<file path="src/rtl/pipe_ctrl_pkg.sv">
// Shared types and constants for the pipeline stall/flush controller.
// Control word layout: {pc_write, if_id_write, if_id_flush, id_ex_write, id_ex_bubble, ex_mem_write}.
package pipe_ctrl_pkg;

    localparam int unsigned REG_ADDR_W = 3;

    typedef enum logic {
        RUN,
        MEM_WAIT
    } state_e;

    typedef struct packed {
        logic pc_write;
        logic if_id_write;
        logic if_id_flush;
        logic id_ex_write;
        logic id_ex_bubble;
        logic ex_mem_write;
    } ctrl_t;

    // Free-running pipeline: everything advances, nothing is discarded.
    localparam ctrl_t CtrlDefault = '{
        pc_write:     1'b1,
        if_id_write:  1'b1,
        if_id_flush:  1'b0,
        id_ex_write:  1'b1,
        id_ex_bubble: 1'b0,
        ex_mem_write: 1'b1
    };

    // Held in reset: registers closed, NOPs presented at IF/ID and ID/EX.
    localparam ctrl_t CtrlNop = '{
        pc_write:     1'b0,
        if_id_write:  1'b0,
        if_id_flush:  1'b1,
        id_ex_write:  1'b0,
        id_ex_bubble: 1'b1,
        ex_mem_write: 1'b0
    };

    localparam ctrl_t CtrlFreeze = '{
        pc_write:     1'b0,
        if_id_write:  1'b0,
        if_id_flush:  1'b0,
        id_ex_write:  1'b0,
        id_ex_bubble: 1'b0,
        ex_mem_write: 1'b0
    };

    localparam ctrl_t CtrlFlush = '{
        pc_write:     1'b1,
        if_id_write:  1'b1,
        if_id_flush:  1'b1,
        id_ex_write:  1'b1,
        id_ex_bubble: 1'b1,
        ex_mem_write: 1'b1
    };

    // Hold PC and IF/ID, insert one bubble behind the load.
    localparam ctrl_t CtrlLoadUse = '{
        pc_write:     1'b0,
        if_id_write:  1'b0,
        if_id_flush:  1'b0,
        id_ex_write:  1'b1,
        id_ex_bubble: 1'b1,
        ex_mem_write: 1'b1
    };

endpackage

</file>
<file path="src/rtl/pipeline_stall_unit_stall_wait_timer.sv">
// Memory-wait FSM: counts freeze cycles, forces release after MAX_WAIT and
// latches a sticky timeout flag.
module stall_wait_timer
    import pipe_ctrl_pkg::*;
#(
    parameter int unsigned MAX_WAIT = 16,
    parameter int unsigned CW       = $clog2(MAX_WAIT + 1)
) (
    input  logic          clk,
    input  logic          rst,
    input  logic          mem_pending,
    output state_e        state,
    output logic [CW-1:0] wait_cnt,
    output logic          force_release,
    output logic          mem_timeout
);

    localparam logic [CW-1:0] MaxCnt = CW'(MAX_WAIT);

    state_e        state_q, state_d;
    logic [CW-1:0] cnt_q, cnt_d;
    logic          timeout_q, timeout_d;

    assign force_release = (state_q == MEM_WAIT) && (cnt_q == MaxCnt);

    always_comb begin
        state_d   = state_q;
        cnt_d     = cnt_q;
        timeout_d = timeout_q;
        unique case (state_q)
            RUN: begin
                if (mem_pending) begin
                    state_d = MEM_WAIT;
                    cnt_d   = CW'(1);
                end
            end
            MEM_WAIT: begin
                if (!mem_pending) begin
                    state_d = RUN;
                    cnt_d   = '0;
                end else if (force_release) begin
                    state_d   = RUN;
                    cnt_d     = '0;
                    timeout_d = 1'b1;
                end else begin
                    cnt_d = cnt_q + CW'(1);
                end
            end
            default: begin
                state_d = RUN;
                cnt_d   = '0;
            end
        endcase
    end

    always_ff @(posedge clk) begin
        if (rst) begin
            state_q   <= RUN;
            cnt_q     <= '0;
            timeout_q <= 1'b0;
        end else begin
            state_q   <= state_d;
            cnt_q     <= cnt_d;
            timeout_q <= timeout_d;
        end
    end

    assign state       = state_q;
    assign wait_cnt    = cnt_q;
    assign mem_timeout = timeout_q;

endmodule

</file>
<file path="src/rtl/pipeline_stall_unit.sv">
// Stall/flush controller for the 5-stage core: memory freeze > branch flush > load-use.
// Define STALL_STATS_EN to add saturating stall statistic counters.
module pipeline_stall_unit
    import pipe_ctrl_pkg::*;
#(
    parameter int unsigned MAX_WAIT = 16,
    parameter int unsigned CNT_W    = 16
) (
    input  logic                  clk,
    input  logic                  rst,
    input  logic                  ID_EX_memread,
    input  logic [REG_ADDR_W-1:0] ID_EX_rd,
    input  logic [REG_ADDR_W-1:0] IF_ID_rs1,
    input  logic [REG_ADDR_W-1:0] IF_ID_rs2,
    input  logic                  IF_ID_uses_rs2,
    input  logic                  EX_MEM_memreq,
    input  logic                  dmem_ready,
    input  logic                  branch_taken,
`ifdef STALL_STATS_EN
    output logic [CNT_W-1:0]      load_stall_cnt,
    output logic [CNT_W-1:0]      mem_stall_cnt,
    output logic [CNT_W-1:0]      flush_cnt,
`endif
    output logic                  pc_write,
    output logic                  IF_ID_write,
    output logic                  IF_ID_flush,
    output logic                  ID_EX_write,
    output logic                  ID_EX_bubble,
    output logic                  EX_MEM_write,
    output logic                  mem_timeout
);

    localparam int unsigned CW = $clog2(MAX_WAIT + 1);

    state_e        state;
    logic [CW-1:0] wait_cnt;
    logic          mem_pending;
    logic          force_release;
    logic          mem_freeze;
    logic          load_use;
    ctrl_t         ctrl;

    assign mem_pending = EX_MEM_memreq && !dmem_ready;
    assign mem_freeze  = mem_pending && !force_release;

    // r0 never carries a dependency; rs2 only matters when the ID op reads it.
    assign load_use = ID_EX_memread && (ID_EX_rd != '0) &&
                      ((ID_EX_rd == IF_ID_rs1) || (IF_ID_uses_rs2 && (ID_EX_rd == IF_ID_rs2)));

    stall_wait_timer #(
        .MAX_WAIT (MAX_WAIT),
        .CW       (CW)
    ) u_timer (
        .clk           (clk),
        .rst           (rst),
        .mem_pending   (mem_pending),
        .state         (state),
        .wait_cnt      (wait_cnt),
        .force_release (force_release),
        .mem_timeout   (mem_timeout)
    );

    always_comb begin
        ctrl = CtrlDefault;
        if (rst) begin
            ctrl = CtrlNop;
        end else if (mem_freeze) begin
            ctrl = CtrlFreeze;
        end else if (branch_taken) begin
            ctrl = CtrlFlush;
        end else if (load_use) begin
            ctrl = CtrlLoadUse;
        end
    end

    assign pc_write     = ctrl.pc_write;
    assign IF_ID_write  = ctrl.if_id_write;
    assign IF_ID_flush  = ctrl.if_id_flush;
    assign ID_EX_write  = ctrl.id_ex_write;
    assign ID_EX_bubble = ctrl.id_ex_bubble;
    assign EX_MEM_write = ctrl.ex_mem_write;

`ifdef STALL_STATS_EN
    localparam logic [CNT_W-1:0] CntMax = '1;

    logic [CNT_W-1:0] load_q, mem_q, flush_q;
    logic             load_act, mem_act, flush_act;

    assign mem_act   = mem_freeze;
    assign flush_act = !mem_freeze && branch_taken;
    assign load_act  = !mem_freeze && !branch_taken && load_use;

    always_ff @(posedge clk) begin
        if (rst) begin
            load_q  <= '0;
            mem_q   <= '0;
            flush_q <= '0;
        end else begin
            if (load_act && load_q != CntMax) load_q <= load_q + CNT_W'(1);
            if (mem_act && mem_q != CntMax) mem_q <= mem_q + CNT_W'(1);
            if (flush_act && flush_q != CntMax) flush_q <= flush_q + CNT_W'(1);
        end
    end

    assign load_stall_cnt = load_q;
    assign mem_stall_cnt  = mem_q;
    assign flush_cnt      = flush_q;
`endif

endmodule

</file>
<file path="config.mk">
export PLATFORM = sky130hd
export DESIGN_NAME = pipeline_stall_unit
export DESIGN_NICKNAME = d
export VERILOG_FILES = /design/src/rtl/pipe_ctrl_pkg.sv /design/src/rtl/pipeline_stall_unit_stall_wait_timer.sv /design/src/rtl/pipeline_stall_unit.sv
export SDC_FILE = /design/constraint.sdc
export NUM_CORES = 1
export LEC_CHECK = 0
export CORE_MARGIN = 4
export CORE_UTILIZATION = 35
export CTS_CLUSTER_DIAMETER = 60
export DETAILED_ROUTE_END_ITERATION = 10
export DONT_BUFFER_PORTS = 1
export PLACE_DENSITY_LB_ADDON = 0.08
export SYNTH_ARGS = -nofsm -noshare
export SYNTH_HDL_FRONTEND = slang
export SYNTH_HIERARCHICAL = 1
export SYNTH_SLANG_ARGS = --single-unit
</file>
<file path="constraint.sdc">
create_clock -name clk -period 4.5 [get_ports clk]
set_input_delay 0.225 -clock clk [delete_from_list [all_inputs] [get_ports clk]]
set_output_delay 0.225 -clock clk [all_outputs]
set_load 0.05 [all_outputs]
</file>
==> impl_metrics.csv, run 1 <==
group,metric,value,unit
placed_design,port_buffers,0,
worst_setup_path,crit_fanout,5,
drt,wl_per_cell,12.6,µm
clock_tree,cts_setup_buffers,0,
sta,fin_crit,2940,ps
clock_tree,clock_sinks,7,
drt,via_per_inst,5.09,
logic_synthesis,avgSynthCellArea,8.28,µm²
sta,max_clock_freq,0.340,GHz
floorplan,start_util,36.9,%
logic_synthesis,syn_area,480,µm²
global_routing,grt_use_met1,14.7,%
flow_run,drv_cap,0,
drt,ant_nets,0,
worst_setup_path,startpoint_type,"flip-flop",
sta,fin_tns_setup,0,ps
sta,rsz0062_at_grt,"false",
logic_synthesis,yosys.area.top_type_share,29.2,%
global_routing,globalRouteMet3Util,7.57,%
logic_synthesis,syn_nets,76,
floorplan,dieHeight,45.1,µm
clock_tree,cts-hold-fix-buffers,0,
drt,via_count,387,
sta,tightest_slew,1010,ps
global_routing,grt.met2_usage,12.4,%
power_and_ir_drop,p_leak,0.182,nW
clock_tree,cts_tree,"built",
sta,final-hold-violation-count,0,
worst_setup_path,cp_data_required_time,4280,ps
drt,firstDrtPassIters,3,
power_and_ir_drop,power,150,µW
global_routing,grt_max_degree,10,
floorplan,die_w,45.1,µm
placed_design,place_congestion,0.733,
final_layout,num-nets-final,80,
clock_tree,clock_path_buffers,2,
placed_design,hpwlAfterDp,773,µm
logic_synthesis,netlist_instances,58,
final_layout,area_delta_synth_final,9.37,%
logic_synthesis,synth.area.top_cells,"dfxtp_1 29%, xor2_1 9.1%, ha_1 5.2%",
power_and_ir_drop,powerDensity,286,nW/µm²
worst_setup_path,arrival,2720,ps
global_routing,grt_use_total,10.8,%
floorplan,core,1300,µm²
floorplan,pin_count,23,
sta,relSlewSlack,32.8,%
clock_tree,htree_levels,1,
sta,skew,1.05,ps
floorplan,rows,13,
worst_setup_path,crit_slowest_cell,"o31a_1",
final_layout,n_antenna_cell,0,
clock_tree,cts_root_buf,"clkbuf_4",
power_and_ir_drop,irDropWorstVdd,137,µV
hold_path,hp-class,"input port to flip-flop",
global_routing,grt_pass1_wl,1.52,mm
sta,finalSetupViolCount,0,
final_layout,fill_cells,145,
logic_synthesis,synth_cell_types,27,
final_layout,utilization,40.4,%
clock_tree,cts-resized-gates,0,
global_routing,antenna_found_initial,0,
status,status,"complete, no violations",
logic_synthesis,ys_seq_area_share,29.2,%
clock_tree,clock_latency,250,ps
sta,period_share,65.4,%
logic_synthesis,yosys_warnings,6,
clock_tree,cts_buffers,3,
global_routing,grt.overflow.total,0,
worst_setup_path,rrSetupSlack,2960,ps
drt,routed_wl,955,µm
sta,timing.final.ws_setup,1560,ps
global_routing,grt_pass1_vias,352,
worst_setup_path,cp-end-kind,"primary output",
worst_setup_path,slowest_delay,870,ps
logic_synthesis,ys_seq_elements,7,
clock_tree,cts.reportedPaths.clkPinSlew,50,ps
global_routing,grt-busiest-layer,"met1",
final_layout,layout-drive-gt1-share,13.1,%
worst_setup_path,critPathKind,"flip-flop to primary output",
logic_synthesis,synth_top_cell_by_area,"dfxtp_1",
floorplan,die-area,2030,µm²
placed_design,place_ws,1800,ps
drt,drtIter0Drc,8,
worst_setup_path,path_cells,"inv_1 -> ha_1 -> nor4bb_2 -> and2_1 -> nor2b_1 -> nor2_2 -> buf_4 -> o31a_1",
sta,maxSlewViolCount,0,
drt,drcViolationCount,0,
## power by group
part | switching [mW] | internal [mW]
sequential | 0.00125 | 0.0632
clock | 0.0213 | 0.0337
combinational | 0.0224 | 0.00827
total | 0.0450 | 0.105
## worst max-delay path, delay by kind of cell, from the launching register on
family                   cells  cell delay (ps)
AO/OA/AOI/OAI                1              870
adder cells (fa/ha/maj)      1              130
flip-flops                   1              340
AND/OR/NAND/NOR              4              760
buffers and inverters        2              360
## registers in the layout (all words and copies together), names as in the netlist
register,flops
u_timer/state,1
u_timer/mem_timeout,1
u_timer/wait_cnt,5
## layout make-up
cell class	instances	area, µm²	area share (%)
inverters	3	11.3	2.14
repair buffers	1	7.51	1.43
multi-input cells	46	322	61.2
well taps	15	18.8	3.57
flip-flops and latches	7	140	26.7
clock buffers	4	26.3	5.00
## cell families (layout without fill, tap and decap cells)
group	after synthesis	count (layout)	synth area share [%]
xor gates and xnor gates	6	6	10.9
and+or+nand+nor	26	26	33.1
buffers and inverters	5	8	5.47
adders and majority gates	2	2	5.21
AOI/OAI and AO/OA	12	12	16.1
DFF	7	7	29.2
## synthesized netlist by cell type
cell,count
nand2b_1,1
a22oi_1,1
dfxtp_1,7
o31a_1,1
a31oi_1,3
ha_1,2
nand3_1,3
a21oi_1,3
o21ai_0,1
nor3_2,1
buf_4,2
xnor2_1,1
inv_1,3
xor2_1,5
or4b_1,1
o31ai_1,2
o21a_1,1
nand4b_1,1
and2_1,2
or3_1,2
and3b_1,1
nand2_1,3
nor2b_1,2
nor3b_1,1
nor2_1,6
nor3_1,1
nor4bb_2,1
## routing by layer
layer | wire (µm) | up-vias
met5 | 0 | -
met4 | 0 | 0
met3 | 78 | 0
met2 | 388 | 12
met1 | 488 | 160
li1 | - | 215
## layout by cell type, fill, tap and decap left out, types with 2 or more instances in the layout
| master | n |
|---|---|
| a21oi_1 | 3 |
| nand3_1 | 3 |
| or3_1 | 2 |
| inv_1 | 3 |
| ha_1 | 2 |
| nand2_1 | 3 |
| nor2b_1 | 2 |
| and2_1 | 2 |
| xor2_1 | 5 |
| nor2_1 | 5 |
| a31oi_1 | 3 |
| clkbuf_4 | 3 |
| dfxtp_1 | 7 |
## metrics by stage
stage | std cells | hold WS (ps) | cell area (µm²)
2_1_floorplan | 58 | 294 | 480
3_3_place_gp | 72 | 296 | 499
3_5_place_dp | 72 | 298 | 499
4_1_cts | 76 | 29.0 | 526
5_1_grt | 76 | 13.6 | 526
6_report | 76 | 40.1 | 526
## worst paths after layout
path                            start                   to  cells after the start
setup / recovery  u_timer/wait_cnt[0]             pc_write                      8
hold / removal                    rst  u_timer/wait_cnt[4]                      1
setup reg to reg  u_timer/wait_cnt[0]  u_timer/wait_cnt[2]                      5
hold reg to reg   u_timer/wait_cnt[4]  u_timer/wait_cnt[4]                      2
Power figures use the tool's default switching activity.
==> inputs of run 2 (changes only) <==
--- a/config.mk
+++ b/config.mk
@@ -5,6 +5,7 @@
 export SDC_FILE = /design/constraint.sdc
 export NUM_CORES = 1
 export LEC_CHECK = 0
+export ABC_AREA = 1
 export CORE_MARGIN = 4
 export CORE_UTILIZATION = 35
 export CTS_CLUSTER_DIAMETER = 60
==> constraint.sdc (replaced) <==
create_clock -name clk -period 2.8 [get_ports clk]
set_input_delay 0.14 -clock clk [delete_from_list [all_inputs] [get_ports clk]]
set_output_delay 0.14 -clock clk [all_outputs]
set_load 0.05 [all_outputs]
==> run 2 against run 1 <==
  * Count of clock-buffer cells in the layout unchanged
  * Critical endpoint is now ID_EX_bubble
  * Via count up 47%
  * Largest cell class unchanged
  * Global-route usage down 0.82 points
==> impl_metrics.csv, run 2 <==
group,metric,value,unit
power_and_ir_drop,powerDensity,392,nW/µm²
worst_setup_path,rrSetupSlack,1580,ps
sta,max_clock_freq,0.467,GHz
placed_design,place_ws,921,ps
clock_tree,cts.reportedPaths.clkPinSlew,60,ps
clock_tree,cts_root_buf,"clkbuf_4",
worst_setup_path,path_cells,"inv_1 -> ha_1 -> nand2_1 -> inv_1 -> and3_4 -> nor3_1 -> inv_1 -> a21oi_1 -> nand2_1",
sta,finalSetupViolCount,0,
clock_tree,clock_sinks,7,
placed_design,hpwlAfterDp,933,µm
clock_tree,cts_buffers,3,
final_layout,n_antenna_cell,0,
sta,period_share,76.5,%
final_layout,utilization,42.0,%
worst_setup_path,arrival,2000,ps
sta,timing.final.ws_setup,659,ps
sta,fin_crit,2140,ps
clock_tree,cts_tree,"built",
logic_synthesis,syn_area,606,µm²
final_layout,fill_cells,173,
logic_synthesis,synth_cell_types,22,
floorplan,pin_count,23,
sta,tightest_slew,511,ps
sta,fin_tns_setup,0,ps
hold_path,hp-class,"input port to flip-flop",
floorplan,die_w,49.6,µm
worst_setup_path,crit_family,"simple AND/OR/NAND/NOR gates",
worst_setup_path,startpoint_type,"flip-flop",
worst_setup_path,crit_slowest_cell,"dfxtp_1",
final_layout,largest_register_ffs,5,
logic_synthesis,async_flop_share,0,%
clock_tree,clock_path_buffers,2,
status,status,"complete, no violations",
logic_synthesis,yosys_warnings,6,
worst_setup_path,slowest_delay,410,ps
final_layout,stdcell_count,119,
clock_tree,cts_setup_buffers,0,
sta,relSlewSlack,65.9,%
worst_setup_path,cp_common_cell,"inv_1",
logic_synthesis,yosys.area.top_type_share,23.1,%
drt,firstDrtPassIters,4,
placed_design,placed_cells,114,
drt,wl_per_cell,9.86,µm
worst_setup_path,critPathKind,"flip-flop to primary output",
clock_tree,cts-resized-gates,0,
logic_synthesis,synth.area.top_cells,"dfxtp_1 23%, nand2_1 20%, inv_1 11%",
placed_design,placed_area,626,µm²
hold_path,min-delay-start,"rst",
hold_path,hold_end,"u_timer/wait_cnt[2]",
power_and_ir_drop,power,260,µW
logic_synthesis,synth_edf_count,0,
floorplan,die-area,2460,µm²
drt,drcViolationCount,0,
final_layout,finalInstanceArea,662,µm²
placed_design,place_congestion,0.777,
worst_setup_path,r2r_start,"u_timer/wait_cnt[0]",
final_layout,layout-drive-gt1-share,21.4,%
worst_setup_path,cp_data_required_time,2660,ps
global_routing,grt_max_degree,9,
sta,rsz0062_at_grt,"false",
floorplan,start_util,38.4,%
final_layout,num-nets-final,122,
placed_design,port_buffers,0,
worst_setup_path,critPathBufInv,3,
worst_setup_path,worstReg2RegEnd,"u_timer/wait_cnt[3]",
sta,skew,2.17,ps
logic_synthesis,netlist_instances,98,
logic_synthesis,synthMostInstantiatedCell,"nand2_1",
worst_setup_path,crit_fanout,6,
logic_synthesis,ys_seq_elements,7,
floorplan,rows,14,
global_routing,grt_pass1_wl,1.88,mm
final_layout,regArea,140,µm²
sta,maxSlewViolCount,0,
global_routing,grt_use_total,10.0,%
worst_setup_path,cp-end-kind,"primary output",
clock_tree,htree_levels,1,
global_routing,grt.overflow.total,0,
logic_synthesis,synth_commonest_cells,"32 x nand2_1, 17 x inv_1, 7 x dfxtp_1",
clock_tree,cts-hold-fix-buffers,1,
global_routing,grt_pass1_vias,466,
drt,drtIter0Drc,13,
floorplan,core,1580,µm²
power_and_ir_drop,irDropWorstVdd,203,µV
sta,fin_hold_ws,61.2,ps
drt,via_count,569,
final_layout,final_cell_mix,"32 x nand2_1, 17 x inv_1, 7 x dfxtp_1, 6 x nor2_1, 5 x a21oi_1",
flow_run,drv_cap,0,
worst_setup_path,r2r_cells,7,
clock_tree,clock_latency,250,ps
hold_path,worstHoldPathCells,2,
drt,ant_nets,0,
power_and_ir_drop,p_leak,0.324,nW
final_layout,multi_input_area,364,µm²
drt,via_per_inst,4.78,
drt,routed_wl,1.17,mm
logic_synthesis,syn_nets,116,
floorplan,dieHeight,49.6,µm
final_layout,area_delta_synth_final,9.30,%
logic_synthesis,avgSynthCellArea,6.18,µm²
final_layout,final_common_cell,"nand2_1",
logic_synthesis,synth_top_cell_by_area,"dfxtp_1",
global_routing,antenna_found_initial,0,
logic_synthesis,ys.flop_type,"dfxtp_1",
logic_synthesis,ys_seq_area_share,23.1,%
sta,final-hold-violation-count,0,
==> run 2: cell count changes in the layout (fill, tap and decap cells not counted), sizes merged, moves of 3 or more <==
cell / before / now
xor2: 5 / 0
nand3: 3 / 6
a21oi: 3 / 7
a31oi: 3 / 0
inv: 3 / 21
nand2: 3 / 34
==> run 2: cell type report <==
cell class	instances	share of cell area [%]
Clock buffer	4	3.97
Inverter	21	11.9
Multi-Input combinational cell	67	55.0
Sequential cell	7	21.2
Tap cell	16	3.02
Timing Repair Buffer	4	4.91
==> run 2: power by group <==
part	switching, mW	internal, mW	total [mW]
Sequential	0.00206	0.101	0.103
Combinational	0.0428	0.0189	0.0617
Clock	0.0399	0.0546	0.0945
Total	0.0847	0.175	0.260
==> run 2: logic make-up after synthesis <==
logic type / synth area share, %
buf+inv: 16.7
compound gates: 12.2
fa+ha+maj: 4.13
xor+xnor: 1.45
flops: 23.1
simple gates: 42.4
==> run 2: per-layer routing <==
metal  global-route usage, %  vias up  part of all wire (%)
li1                        -      307                     -
met1                    12.0      243                    46
met2                    15.2       17                    45
met3                    3.92        2                   7.5
met4                    5.53        0                   1.4
met5                       0        -                     0
==> run 2: how the worst max path moves through the flow <==
stage / startpoint / to / slack, ps / cells past startpoint
2_1_floorplan: u_timer/wait_cnt[0] / pc_write / 590 / 11
4_1_cts: u_timer/wait_cnt[0] / ID_EX_bubble / 640 / 9
3_3_place_gp: u_timer/wait_cnt[0] / ID_EX_bubble / 980 / 9
6_report: u_timer/wait_cnt[0] / ID_EX_bubble / 660 / 9
3_5_place_dp: u_timer/wait_cnt[0] / ID_EX_bubble / 920 / 9
5_1_grt: u_timer/wait_cnt[0] / ID_EX_bubble / 510 / 9
==> inputs of run 3 (changes only) <==
--- a/config.mk
+++ b/config.mk
@@ -5,7 +5,7 @@
 export SDC_FILE = /design/constraint.sdc
 export NUM_CORES = 1
 export LEC_CHECK = 0
-export ABC_AREA = 1
+export ABC_AREA = 0
 export CORE_MARGIN = 4
 export CORE_UTILIZATION = 35
 export CTS_CLUSTER_DIAMETER = 60
==> constraint.sdc (replaced) <==
create_clock -name clk -period 2 [get_ports clk]
set_input_delay 0.1 -clock clk [delete_from_list [all_inputs] [get_ports clk]]
set_output_delay 0.1 -clock clk [all_outputs]
set_load 0.05 [all_outputs]
==> run 3 against run 2 <==
  * Core utilization rose by 3.6 points
  * Worst setup slack got worse by 540 ps
  * Largest power group unchanged
  * Non-clock buffer count rose by 2
  * Sequential share of layout area rose by 2.9 points
  * Largest cell class unchanged
  * Design area fell by 10%
  * Power rose by 40%
  * Global-route usage rose by 1.1 points
  * Wire length fell by 10%
==> impl_metrics.csv, run 3 (synthesis gave the netlist of run 1 again) <==
group,metric,value,unit
status,status,"complete, no violations",
hold_path,hp-class,"input port to flip-flop",
hold_path,min-delay-start,"dmem_ready",
sta,tightest_slew,517,ps
power_and_ir_drop,power.share.sequential,40.0,%
power_and_ir_drop,irDropWorstVdd,412,µV
global_routing,grt_max_degree,9,
placed_design,port_buffers,0,
drt,ant_nets,0,
placed_design,hpwlAfterDp,836,µm
global_routing,grt_pass1_vias,392,
drt,via_count,421,
floorplan,die_w,45.1,µm
worst_setup_path,r2r_cells,6,
clock_tree,cts_root_buf,"clkbuf_4",
worst_setup_path,cp-end-kind,"primary output",
power_and_ir_drop,p_sw,114,µW
sta,maxSlewViolCount,0,
global_routing,grt_use_total,11.1,%
worst_setup_path,startpoint_type,"flip-flop",
clock_tree,clock_latency,260,ps
sta,fin_tns_setup,0,ps
drt,drcViolationCount,0,
worst_setup_path,cp_data_required_time,1900,ps
worst_setup_path,worstReg2RegEnd,"u_timer/wait_cnt[2]",
global_routing,grt.overflow.total,0,
power_and_ir_drop,power.clock.fraction,36.3,%
worst_setup_path,r2r_start,"u_timer/wait_cnt[0]",
worst_setup_path,critPathKind,"flip-flop to primary output",
sta,period_share,93.9,%
clock_tree,clock_sinks,7,
floorplan,rows,13,
worst_setup_path,rrSetupSlack,390,ps
sta,relSlewSlack,65.5,%
clock_tree,cts.reportedPaths.clkPinSlew,50,ps
floorplan,dieHeight,45.1,µm
clock_tree,cts_buffers,3,
power_and_ir_drop,p_leak,0.213,nW
floorplan,die-area,2030,µm²
final_layout,area_delta_synth_final,23.4,%
power_and_ir_drop,powerDensity,612,nW/µm²
power_and_ir_drop,combPwrFrac,23.7,%
final_layout,n_antenna_cell,0,
global_routing,grt_pass1_wl,1.65,mm
sta,skew,11.1,ps
drt,wl_per_cell,13.0,µm
worst_setup_path,crit_fanout,5,
final_layout,stdcell_count,81,
clock_tree,clock_path_buffers,2,
floorplan,core,1300,µm²
power_and_ir_drop,swShare,31.3,%
placed_design,place_ws,294,ps
final_layout,layout-drive-gt1-share,25.8,%
power_and_ir_drop,p_int,249,µW
drt,routed_wl,1.05,mm
placed_design,place_congestion,0.726,
drt,firstDrtPassIters,4,
sta,fin_crit,1880,ps
final_layout,utilization,45.6,%
drt,via_per_inst,5.20,
floorplan,start_util,36.9,%
sta,rsz0062_at_grt,"false",
final_layout,num-nets-final,85,
worst_setup_path,arrival,1780,ps
clock_tree,cts_tree,"built",
sta,finalSetupViolCount,0,
hold_path,worstHoldPathCells,3,
final_layout,final_cell_mix,"5 x xor2_1, 5 x nor2_1, 5 x dfxtp_1, 4 x buf_4",
sta,final-hold-violation-count,0,
sta,max_clock_freq,0.533,GHz
drt,drtIter0Drc,4,
final_layout,largest_register_ffs,5,
floorplan,pin_count,23,
placed_design,placed_cells,76,
sta,timing.final.ws_setup,122,ps
global_routing,antenna_found_initial,0,
flow_run,drv_cap,0,
hold_path,hold_end,"u_timer/wait_cnt[0]",
clock_tree,htree_levels,1,
run 3: cell count changes in the layout (fill, tap and decap cells not counted), sizes merged, moves of 3 or more:
| cell | before | now |
|---|---|---|
| a21oi | 7 | 3 |
| a31oi | 0 | 3 |
| inv | 21 | 3 |
| nand2 | 34 | 3 |
| nand3 | 6 | 3 |
| xor2 | 0 | 5 |
run 3: area by class of cell:
class	instances	area, µm²
Timing Repair Buffer	6	60.1
Fill cell	138	708
Sequential cell	7	143
Multi-Input combinational cell	46	334
Inverter	3	11.3
Tap cell	15	18.8
Clock buffer	4	26.3
run 3: worst max path at each step:
stage	startpoint	end	slack [ps]	cells past startpoint
after floorplan	u_timer/wait_cnt[0]	pc_write	-130	8
after global placement	u_timer/wait_cnt[0]	ID_EX_bubble	310	8
after detailed placement	u_timer/wait_cnt[0]	ID_EX_bubble	290	8
after CTS	u_timer/wait_cnt[0]	ID_EX_bubble	20	8
after global routing	u_timer/wait_cnt[0]	ID_EX_bubble	10	8
final	u_timer/wait_cnt[0]	ID_EX_bubble	120	8
run 3: what timing repair did:
action,4_1_cts,5_1_grt
endpoints found under the hold margin,7,0
buffers inserted,0,0
endpoints found under the setup margin,0,6
gates resized for setup,0,4
hold buffers,1,0
run 3: worst max-delay path: stages, from the launching register on:
cell and delay, ps:
dfxtp_2 360, inv_1 50, ha_1 180, nor4bb_2 160, and2_1 180, nand2b_1 160, a21oi_2 170, o31ai_2 80
buf_4 190
run 3: through the flow:
step / total power [mW] / hold slack [ps] / cell area (µm²)
3_3_place_gp: 0.230 / 173 / 548
2_1_floorplan: 0.215 / 169 / 494
4_1_cts: 0.369 / 128 / 584
5_1_grt: 0.385 / 129 / 593
6_report: 0.363 / 132 / 593
3_5_place_dp: 0.230 / 173 / 548
run 3: per-layer routing:
layer / up-vias / global-route usage (%) / share of wire, %
li1: 221 / - / -
met3: 0 / 7.17 / 7.1
met1: 186 / 13.0 / 46
met2: 14 / 17.2 / 46
met4: 0 / 1.75 / 0
met5: - / 0 / 0
run 3: power groups by stage:
stage	sequential, mW	combinational [mW]	clock, mW
floorplan	0.147	0.0674	0
global placement	0.148	0.0821	0
detailed placement	0.148	0.0823	0
CTS	0.145	0.0860	0.138
global route	0.145	0.0922	0.147
finish	0.145	0.0861	0.132
